`config.mk`:
```
export PLATFORM = sky130hd
export DESIGN_NAME = matrix_multiply_param_flat
export DESIGN_NICKNAME = d
export VERILOG_FILES = /design/src/rtl/matrix_multiply_param_if.sv /design/src/rtl/matrix_multiply_param.sv /design/src/flat_wrapper.sv
export SDC_FILE = /design/constraint.sdc
export NUM_CORES = 1
export LEC_CHECK = 0
export BUFFER_PORTS_ARGS = -buffer_cell sky130_fd_sc_hd__buf_4
export CORE_MARGIN = 5
export CORE_UTILIZATION = 50
export DETAILED_ROUTE_END_ITERATION = 10
export PLACE_DENSITY = 0.66
export RECOVER_POWER = 50
export SLEW_MARGIN = 20
export SYNTH_ARGS = -nofsm -noshare
export SYNTH_HDL_FRONTEND = slang
export SYNTH_SLANG_ARGS = --single-unit
```
`constraint.sdc`:
```
create_clock -name clk -period 14.46 [get_ports clk]
set_input_delay 0.723 -clock clk [delete_from_list [all_inputs] [get_ports clk]]
set_output_delay 0.723 -clock clk [all_outputs]
set_load 0.005 [all_outputs]
```
`src/rtl/matrix_multiply_param_if.sv`:
```
// Memory port of matrix_multiply_param: one synchronous single-port RAM, read data one cycle after address.
interface matrix_multiply_param_if #(
  parameter int DATA_W = 8,
  parameter int ADDR_W = 10
);
  logic [ADDR_W-1:0] mem_addr;
  logic [DATA_W-1:0] mem_wdata;
  logic              mem_we;
  logic [DATA_W-1:0] mem_rdata;

  modport master (output mem_addr, output mem_wdata, output mem_we, input mem_rdata);
  modport slave  (input mem_addr, input mem_wdata, input mem_we, output mem_rdata);
endinterface

```
`src/rtl/matrix_multiply_param.sv`:
```
// Sequential NxN matrix multiply R = A*B out of one shared memory, one MAC per 6 cycles.
// Optional macro MATRIX_MULTIPLY_SATURATE_EN: saturating accumulator/result instead of wrap/truncate.
module matrix_multiply_param #(
  parameter int DATA_W = 8,
  parameter int ACC_W  = 16,
  parameter int N_MAX  = 8,
  parameter int ADDR_W = 10
) (
  input  logic                         clk,
  input  logic                         reset_n,
  input  logic                         go,
  input  logic [$clog2(N_MAX+1)-1:0]   n_in,
  input  logic [ADDR_W-1:0]            base_a,
  input  logic                         b_transpose,
  matrix_multiply_param_if.master      mem,
  output logic [DATA_W-1:0]            data_out,
  output logic                         data_rdy,
  output logic                         busy,
  output logic                         err
);
  localparam int NW = $clog2(N_MAX+1);
  localparam int PW = 2*DATA_W;

  typedef enum logic [3:0] {
    IDLE, SETUP, ROW, COL, KLOOP, RD_A, WAIT_A, RD_B, WAIT_B, MAC, STORE, DONE
  } state_t;

  state_t            state;
  logic [NW-1:0]     n, r, c, k;
  logic [ADDR_W-1:0] a_base, b_base, r_base;
  logic              bt;
  logic [ACC_W-1:0]  acc;
  logic [DATA_W-1:0] word_a;

  logic [ADDR_W-1:0] nn, row_off;
  logic [PW-1:0]     prod;
  logic [ACC_W-1:0]  acc_next;
  logic [DATA_W-1:0] result;

  assign nn      = ADDR_W'(n) * ADDR_W'(n);
  assign row_off = ADDR_W'(r) * ADDR_W'(n);
  assign prod    = word_a * mem.mem_rdata;

`ifdef MATRIX_MULTIPLY_SATURATE_EN
  localparam int SW = ((ACC_W > PW) ? ACC_W : PW) + 1;
  logic [SW-1:0] sum_w;
  assign sum_w    = SW'(acc) + SW'(prod);
  assign acc_next = (sum_w > SW'({ACC_W{1'b1}})) ? {ACC_W{1'b1}} : sum_w[ACC_W-1:0];
  assign result   = (acc > ACC_W'({DATA_W{1'b1}})) ? {DATA_W{1'b1}} : acc[DATA_W-1:0];
`else
  assign acc_next = acc + ACC_W'(prod);
  assign result   = acc[DATA_W-1:0];
`endif

  always_ff @(posedge clk or negedge reset_n) begin
    if (!reset_n) begin
      state         <= IDLE;
      n             <= '0;
      r             <= '0;
      c             <= '0;
      k             <= '0;
      a_base        <= '0;
      b_base        <= '0;
      r_base        <= '0;
      bt            <= 1'b0;
      acc           <= '0;
      word_a        <= '0;
      mem.mem_addr  <= '0;
      mem.mem_wdata <= '0;
      mem.mem_we    <= 1'b0;
      data_out      <= '0;
      data_rdy      <= 1'b0;
      busy          <= 1'b0;
      err           <= 1'b0;
    end else begin
      mem.mem_we <= 1'b0;
      case (state)
        IDLE, DONE: begin
          // go is only looked at here, so it is ignored for the whole run
          if (go) begin
            state    <= SETUP;
            n        <= n_in;
            a_base   <= base_a;
            bt       <= b_transpose;
            r        <= '0;
            err      <= 1'b0;
            data_rdy <= 1'b0;
            busy     <= 1'b1;
          end
        end
        SETUP: begin
          b_base <= a_base + nn;
          r_base <= a_base + nn + nn;
          if (n == '0 || n > NW'(N_MAX)) begin
            err      <= 1'b1;
            data_rdy <= 1'b1;
            busy     <= 1'b0;
            state    <= DONE;
          end else begin
            state <= ROW;
          end
        end
        ROW: begin
          if (r < n) begin
            c     <= '0;
            state <= COL;
          end else begin
            data_rdy <= 1'b1;
            busy     <= 1'b0;
            state    <= DONE;
          end
        end
        COL: begin
          if (c < n) begin
            acc   <= '0;
            k     <= '0;
            state <= KLOOP;
          end else begin
            r     <= r + NW'(1);
            state <= ROW;
          end
        end
        KLOOP: state <= (k < n) ? RD_A : STORE;
        RD_A: begin
          mem.mem_addr <= a_base + row_off + ADDR_W'(k);
          state        <= WAIT_A;
        end
        WAIT_A: state <= RD_B;
        RD_B: begin
          word_a <= mem.mem_rdata;
          if (bt)
            mem.mem_addr <= b_base + ADDR_W'(c) * ADDR_W'(n) + ADDR_W'(k);
          else
            mem.mem_addr <= b_base + ADDR_W'(k) * ADDR_W'(n) + ADDR_W'(c);
          state <= WAIT_B;
        end
        WAIT_B: state <= MAC;
        MAC: begin
          acc   <= acc_next;
          k     <= k + NW'(1);
          state <= KLOOP;
        end
        STORE: begin
          mem.mem_addr  <= r_base + row_off + ADDR_W'(c);
          mem.mem_wdata <= result;
          mem.mem_we    <= 1'b1;
          data_out      <= result;
          c             <= c + NW'(1);
          state         <= COL;
        end
        default: begin
          busy  <= 1'b0;
          state <= IDLE;
        end
      endcase
    end
  end
endmodule
```
`src/flat_wrapper.sv`:
```
// flat-port wrapper written by rule: the top's interface ports become plain ports
module matrix_multiply_param_flat 
#(
  parameter int DATA_W = 8,
  parameter int ACC_W  = 16,
  parameter int N_MAX  = 8,
  parameter int ADDR_W = 10
)
  (clk, reset_n, go, n_in, base_a, b_transpose, data_out, data_rdy, busy, err, mem_mem_addr, mem_mem_wdata, mem_mem_we, mem_mem_rdata);
  matrix_multiply_param_if #(.DATA_W(DATA_W), .ADDR_W(ADDR_W)) mem_i ();
  input  logic clk;
  input  logic reset_n;
  input  logic go;
  input  logic [$clog2(N_MAX+1)-1:0] n_in;
  input  logic [ADDR_W-1:0] base_a;
  input  logic b_transpose;
  output logic [DATA_W-1:0] data_out;
  output logic data_rdy;
  output logic busy;
  output logic err;
  output wire logic [$bits(mem_i.mem_addr)-1:0] mem_mem_addr;
  output wire logic [$bits(mem_i.mem_wdata)-1:0] mem_mem_wdata;
  output wire logic [$bits(mem_i.mem_we)-1:0] mem_mem_we;
  input wire logic [$bits(mem_i.mem_rdata)-1:0] mem_mem_rdata;
  assign mem_mem_addr = mem_i.mem_addr;
  assign mem_mem_wdata = mem_i.mem_wdata;
  assign mem_mem_we = mem_i.mem_we;
  assign mem_i.mem_rdata = mem_mem_rdata;
  matrix_multiply_param #(.DATA_W(DATA_W), .ACC_W(ACC_W), .N_MAX(N_MAX), .ADDR_W(ADDR_W)) u_core (.clk(clk), .reset_n(reset_n), .go(go), .n_in(n_in), .base_a(base_a), .b_transpose(b_transpose), .mem(mem_i), .data_out(data_out), .data_rdy(data_rdy), .busy(busy), .err(err));
endmodule
```
==> run metrics <==
status complete, but fails checks; violated checks capacitance limit, slew limit; mapped cell area 0.00888 sq mm; Leakage 4.97 nW; Most Frequent Cell on Critical Path ha_1; initial core utilization 0.512; worst path required time ~15 ns; Synth-to-Final Area Change 8.99%; Seq/Total Area, Yosys 0.251; RSZ-0062 raised after global routing no; cts bufs inserted 9; RR Endpoint u_core.mem.mem_addr[8]; CP max stage delay 0.60 ns; vias per cell 5.37; Slew HR -0.811; register bit count reported by yosys 89; final-layout fill cell count 1591; most frequent cells in the layout inv_1 (131), nand2_1 (126), ha_1 (122), dfrtp_1 (89), fa_1 (61); # hold bufs at CTS 0; clk_lat worst skew 0.36 ns; crit share post-route 0.337; IR Drop Worst-Case VDD 0.163 mV; Yosys warning count 0; ratio of cells with drive above 1 in the final layout 0.0934; Core Region 0.0174 sq mm; prevailing post-synth register cell dfrtp_1; Final Hold Viols 0; Hold Path Cell Cnt 2; Post-Route Skew ~0.018 ns; Synth Instances roughly 1000; number of global-route vias before repair roughly 6600; Final setup viols 0; end of the critical path u_core.mem.mem_addr[8]; CP Launch Point u_core.n[2]; DRC 0; WL final 20400 microns; largest net degree at the start of global routing 51; cts repair resizes 0; wire per inst 16.3 microns; CP cell instances nand2_1, fa_1, inv_1, fa_1, ha_1, a21o_1, a21oi_1, xnor2_1, ha_1, ha_1, and3_1, a2111oi_1, o21bai_1, a21oi_1, xnor2_1, a22oi_1, a31oi_1; worst-path fanout max 14; Yosys cell types 53; pre-CTS WS 9.59 ns; num ports 56; initial antenna violation count 0; worst r2r src u_core.n[2]; TritonCTS clock tree built; kind of critical path reg2reg; ANT cells 0; pwr/cell area 251 mW/mm^2; clock-pin slew on the worst setup and hold paths 0.06 ns; Placed Area 0.00943 sq mm; layout net count roughly 1200; global route overflow 0; global-route wire length before repair 33500 microns; Clock Path Buffers 2; post-CTS setup buffers 0; Crit. End Element flop; Die H 143 microns; min cycle time layout about 4.9 ns; setup_tns 0 ns; Routed Antenna Nets 0; Die Wd between 100 and 150 microns; clock tree sinks 89; GPL Wtd Cong 0.902; Pre-antenna DRT Iters 5; Worst Tran Pin Value 2.72 ns; worst r2r path cells 17; syn_nets 1200; Min-Delay Path Class reg2reg; # rows 48; final setup margin 9.59 ns; Worst R2R Setup Slack between 9 and 10 ns; number of synthesized flops with an enable pin 0; FMAX just over 200 MHz; CP Data Arrival Time 5.13 ns; Total GRT Usage 0.208; die area between 0.02 and 0.025 sq mm; hpwl dp 16400 microns; htree depth 3; Worst path slowest cell dfrtp_1; Slew Viols, Final 92; via count between 6000 and 7000; IO buf count 55; CTS Root Cell clkbuf_16; ys async rst share 1.00; Syn Area/Cell 8.96 sq um; DRT iter0 DRCs 371; Startpoint Class flop; commonest non-fill, non-tap cell in the layout inv_1; Max Cap Violations 2; post-route cell area about 0.0097 sq mm
-- metrics by stage --
step	hold slack, ns	total power, W	util	instances
floorplan	0.427	0.00182	-	991
global placement	0.462	0.00219	0.543	1238
detailed placement	0.466	0.00223	0.543	1238
CTS	0.364	0.00246	0.559	1253
global route	0.527	0.00272	0.558	1253
finish	0.482	0.00243	0.558	1253
-- layout make-up --
type,count,area [sq um],share of cell area
multi-input combinational,732,5980,0.618
sequential,89,2230,0.230
inverter,134,503,0.0520
timing repair buffer,58,420,0.0434
tap,225,282,0.0291
clock buffer,13,250,0.0258
clock inverter,2,15.0,0.00155
-- per-layer routing --
metal  track usage  wire [microns]  up-vias
met2         0.323            9050      138
met5             0               0        -
met3        0.0325             967       16
met1         0.307           10100     3225
met4        0.0461             291        0
li1              -               -     3345
-- synth_stat cells, types with 21 or more instances --
master    instances  area [sq um]
dfrtp_1          89          2230
and2_1           30           188
inv_1           131           492
ha_1            122          1530
xnor2_1          45           394
clkbuf_1         25          93.8
fa_1             61          1220
o21ai_0          50           250
nand2_1         126           473
a21oi_1          54           270
a21o_1           21           158
nor2_1           60           225
-- worst max-delay path: cells and delay by family (launching register included) --
family	cells	cell delay (ns)
AOI/OAI and AO/OA	7	1.53
xor gates and xnor gates	2	0.32
adders and majority gates	5	1.93
buffers and inverters	1	0.05
DFF	1	0.60
and+or+nand+nor	2	0.34
-- how the worst min path moves through the flow --
stage / slack (ns) / to / from
final: 0.48 / u_core.acc[5] / u_core.acc[5]
after CTS: 0.36 / u_core.bt / reset_n
after floorplan: 0.43 / u_core.a_base[0] / reset_n
after global routing: 0.53 / u_core.acc[6] / u_core.acc[6]
after global placement: 0.46 / u_core.acc[5] / u_core.acc[5]
after detailed placement: 0.47 / u_core.word_a[7] / u_core.word_a[7]
-- sequential cells by signal, indices dropped and copies added (netlist names) --
name,flops
u_core.mem.mem_we,1
u_core.c,4
u_core.n,4
u_core.data_rdy,1
u_core.state,4
u_core.b_base,10
u_core.r_base,10
u_core.mem.mem_wdata,8
u_core.mem.mem_addr,10
u_core.word_a,8
u_core.a_base,10
u_core.bt,1
u_core.acc,8
u_core.r,4
u_core.err,1
u_core.k,4
u_core.busy,1
-- kinds of logic (layout without fill, tap and decap cells) --
logic type | Yosys count | count (layout) | synth area share
XOR/XNOR | 65 | 65 | 0.0641
multiplexers | 21 | 21 | 0.0263
adder cells (fa/ha/maj) | 183 | 183 | 0.309
flip-flops | 89 | 89 | 0.251
AND/OR/NAND/NOR | 271 | 271 | 0.137
AO/OA/AOI/OAI | 192 | 192 | 0.137
buffers and inverters | 170 | 207 | 0.0762
-- report_power, final --
group	total [W]	switching, W	internal (W)
combinational	0.00170	0.000926	0.000769
clock	0.000224	0.000103	0.000121
sequential	0.000515	0.000156	0.000359
Note: power is estimated with default switching activity, not from simulation.
